<file path="src/rtl/wb_regfile.sv">
// Write-back select plus 32x32 architectural register file with a committed-write counter.
// Optional write-through bypass on the read ports is enabled by defining WB_REGFILE_BYPASS_EN.
module wb_regfile #(
  parameter int NUM_REGS = 32,
  parameter int DATA_W   = 32,
  parameter int CNT_W    = 32
) (
  input  logic              clk,
  input  logic              rst,
  input  logic [DATA_W-1:0] ALUResult,
  input  logic [DATA_W-1:0] ReadData,
  input  logic [4:0]        WriteReg,
  input  logic [1:0]        WBControl,
  input  logic [4:0]        ReadReg1,
  input  logic [4:0]        ReadReg2,
  output logic [DATA_W-1:0] ReadData1,
  output logic [DATA_W-1:0] ReadData2,
  output logic [DATA_W-1:0] WriteData,
  output logic              WriteEn,
  output logic [CNT_W-1:0]  wb_count
);

  logic [DATA_W-1:0] regs_q [NUM_REGS];
  logic [DATA_W-1:0] regs_d [NUM_REGS];
  logic [CNT_W-1:0]  cnt_q;
  logic [CNT_W-1:0]  cnt_d;

  assign WriteData = WBControl[0] ? ReadData : ALUResult;
  // Writes to $0 are dropped here, so they neither touch the array nor count.
  assign WriteEn   = WBControl[1] & (WriteReg != 5'd0) & ~rst;
  assign wb_count  = cnt_q;

  always_comb begin
    regs_d = regs_q;
    cnt_d  = cnt_q;
    if (WriteEn) begin
      regs_d[WriteReg] = WriteData;
      cnt_d            = cnt_q + CNT_W'(1);
    end
  end

  always_ff @(posedge clk) begin
    if (rst) begin
      for (int i = 0; i < NUM_REGS; i++) begin
        regs_q[i] <= '0;
      end
      cnt_q <= '0;
    end else begin
      regs_q <= regs_d;
      cnt_q  <= cnt_d;
    end
  end

  always_comb begin
    ReadData1 = regs_q[ReadReg1];
    ReadData2 = regs_q[ReadReg2];
`ifdef WB_REGFILE_BYPASS_EN
    if (WriteEn && (ReadReg1 == WriteReg)) begin
      ReadData1 = WriteData;
    end
    if (WriteEn && (ReadReg2 == WriteReg)) begin
      ReadData2 = WriteData;
    end
`endif
    // $0 is forced last so it wins over both the array and the bypass.
    if (ReadReg1 == 5'd0) begin
      ReadData1 = '0;
    end
    if (ReadReg2 == 5'd0) begin
      ReadData2 = '0;
    end
  end

endmodule

</file>
<file path="config.mk">
export PLATFORM = sky130hd
export DESIGN_NAME = wb_regfile
export DESIGN_NICKNAME = d
export VERILOG_FILES = /design/src/rtl/wb_regfile.sv
export SDC_FILE = /design/constraint.sdc
export NUM_CORES = 2
export LEC_CHECK = 0
export CAP_MARGIN = 25
export CORE_ASPECT_RATIO = 0.9
export CORE_MARGIN = 2
export CORE_UTILIZATION = 66
export DETAILED_ROUTE_END_ITERATION = 10
export PLACE_DENSITY = 0.86
export SLEW_MARGIN = 15
export SYNTH_ARGS = -nofsm -noshare
export SYNTH_HDL_FRONTEND = slang
export SYNTH_SLANG_ARGS = --single-unit
export TNS_END_PERCENT = 1
</file>
<file path="constraint.sdc">
create_clock -name clk -period 5.6 [get_ports clk]
set_input_delay 1.4 -clock clk [delete_from_list [all_inputs] [get_ports clk]]
set_output_delay 1.4 -clock clk [all_outputs]
set_load 0.01 [all_outputs]
</file>
==> summary.txt <==
Final period util: 97.9%
#FFs+latches synth: 1,056
Synth Flop Type: dfxtp_1
Worst slew margin: 13.3%
max-slew violations: 0
# clock sinks: 1,056
Fmax achieved: 0.182 GHz
drt initial violations: 8,481
Max VDD drop: 290 uV
skew final: 0.00773 ns
sequential share of power: 45.6%
Sw Ratio: 25.5%
CP Class: input pin to output pin
Psw: 4.26 mW
fill count: 4,620
multi-input combinational cell area: 29,400 sq um
max_cap viols: 0
TritonRoute pass-1 iters: 7
via count: 46,600
Avg Synthesized Cell Area: 10.6 sq um
Post-Syn Area: 52,700 sq um
Hold Fails Final Rpt: 0
Die Wd: 302 um
initial antenna violation count: 13
total gr overflow: 0
PwrDens: 277 nW/um^2
first-pass GRT wire length: 280 mm
area grow syn2layout: 14.4%
clock root buffer: clkbuf_16
Distinct cells, synth: 44
drt drc: 0
CTS Buf Count: 102
final wirelength: 186 mm
cell taking the most area after synthesis: dfxtp_1
Clock transition at path regs: 0.06 ns
die area: 82,100 sq um
most common cell after layout, fill and taps aside: dfxtp_1
Port Buf Inserts: 211
Post-synth EDFFs: 0
vias in the first global route: 46,100
Period minus WS final: 5.48 ns
Area contributors post-synth: dfxtp_1, mux4_2, a211oi_1, nor2_1, clkbuf_1
hold_buf cts: 0
YS warnings: 0
setup_tns: 0 ns
initial core utilization: 66.5%
WL met3: 30.0 mm
CP max stage cell: clkdlybuf4s50_1
H-tree depth: 3
slowest stage delay, CP: 0.67 ns
power share of the clock group: 44.1%
worst hold margin: 0.485 ns
post-CTS setup repair buffer count: 0
final setup fails: 0
Cell Int Power: 12.4 mW
top sig layer: met5
CTS tree: yes
routed wire length per instance: 30.8 um
ANT nets after route: 0
Clk Latency, worst-skew pair: 0.69 ns
Die Y: 272 um
M1 WL: 60.6 mm
CP startpoint kind: input pin
asr flop ratio synth: 0%
Slew @ Worst Pin: 1.30 ns
Final Wtd Congestion: 0.931
Register Area: 21,100 sq um
Resize count post-CTS: 0
largest net degree at the start of global routing: 245
Leak: 19.1 nW
wire length on met2: 78.6 mm
Crit. End Element: output pin
Vias per Instance: 7.70
final net count: 4,996
Crit path max-delay family: buffers and inverters
CP Max Fanout: 32
status: completed
crit path cell chain: clkbuf_8 > buf_12 > nor2b_4 > buf_4 > a22oi_1 > a31oi_1 > clkdlybuf4s50_1
synthesized net count: 5,050
HP Class: register to register
layout cell share with drive strength beyond 1: 24.2%
Detailed Place HPWL: 108 mm
Syn Inst Count: 4,966
top library cells by usage in the layout, fill and taps aside: dfxtp_1, nor2_1, a211oi_1, mux4_2, clkdlybuf4s50_1
row cnt: 98
RSZ-0062 raised after global routing: no
Max clock buf depth: 3
area share of the largest cell type after synthesis: 40.1%
CP Data Required Time: 4.20 ns
# IOs: 212
GRT Total Usage: 44.9%
crit path buf inv count: 4
core box area: 79,200 sq um
Data arrival, critical path: 4.08 ns
register area share after synthesis: 40.1%
Comb pwr share: 10.3%
## logic make-up after synthesis
family / after synthesis / synth area share (%)
adders and majority gates: 1 / 0.0237
xor gates and xnor gates: 28 / 0.465
buffers and inverters: 641 / 5.20
AOI/OAI and AO/OA: 1256 / 17.9
DFF: 1056 / 40.1
muxes: 738 / 26.4
and+or+nand+nor: 1246 / 9.82
## cell type report
class,count,area share [%]
sequential,1056,35.1
clock buffer,154,5.15
multi-input combinational,3269,48.7
inverter,36,0.224
clock inverter,40,0.776
tap,1050,2.18
timing repair buffer,447,7.89
antenna,3,0.0125
## worst register-to-register path: cells and delay by family (launching register included)
family / cells / cell delay (ns)
compound gates: 1 / 0.62
xor+xnor: 1 / 0.19
fa+ha+maj: 1 / 0.23
flops: 1 / 0.41
simple gates: 3 / 0.66
## cells in the mapped netlist, types with 2 or more instances
cell and number:
a211oi_1 909, a211oi_2 84, a21oi_1 83, a221oi_1 16, a22oi_1 48, a31oi_1 48
and2_1 6, and3_1 5, and4_1 4, buf_1 12, buf_2 194, buf_4 13
buf_6 6, clkbuf_1 380, dfxtp_1 1056, inv_1 36, mux2_2 113, mux2i_1 113
mux4_2 512, nand2_1 61, nand2b_1 5, nand3_1 13, nand3b_1 4, nand4_1 10
nor2_1 1046, nor2_2 15, nor2_8 3, nor2b_1 41, nor3_1 7, nor3_4 10
nor4_1 6, o21ai_0 66, or2_2 2, or3_1 3, xnor2_1 13, xor2_1 15
## layer usage
layer	vias to the layer above	track usage (%)
li1	18700	-
met1	22200	55.5
met3	1214	16.8
met5	-	0
met4	18	33.9
met2	4478	64.0
## flip-flops by register name (all words and copies together), names as in the netlist
name and cells:
regs_q 1024, wb_count 32
## metrics by stage
step | power (mW) | cells | util (%) | setup WS, ns | area (sq um)
after CTS | 16.6 | 6051 | 76.1 | 0.223 | 60300
after detailed placement | 9.41 | 5857 | 71.6 | 0.236 | 56700
after global placement | 9.38 | 5856 | 71.6 | 0.286 | 56700
final | 16.7 | 6055 | 76.1 | 0.117 | 60300
after floorplan | 8.69 | 4966 | - | 1.14 | 52700
after global routing | 17.0 | 6054 | 76.1 | 0.0359 | 60300
## worst paths after layout
kind	endpoint	startpoint	cells after the start	slack (ns)
worst max-delay path	ReadData2[23]	ReadReg2[0]	7	0.12
worst min-delay path	regs_q[1001]	regs_q[1001]	1	0.49
worst max register to register	wb_count[28]	wb_count[0]	6	3.35
worst min register to register	regs_q[1001]	regs_q[1001]	1	0.49
## power by group through the flow
stage / sequential, mW / combinational (mW) / clock [mW]
floorplan: 7.76 / 0.930 / 0
global placement: 7.77 / 1.62 / 0
detailed placement: 7.77 / 1.64 / 0
CTS: 7.60 / 1.65 / 7.32
global route: 7.61 / 1.76 / 7.61
finish: 7.61 / 1.72 / 7.36
Note: power is estimated with default switching activity, not from simulation.
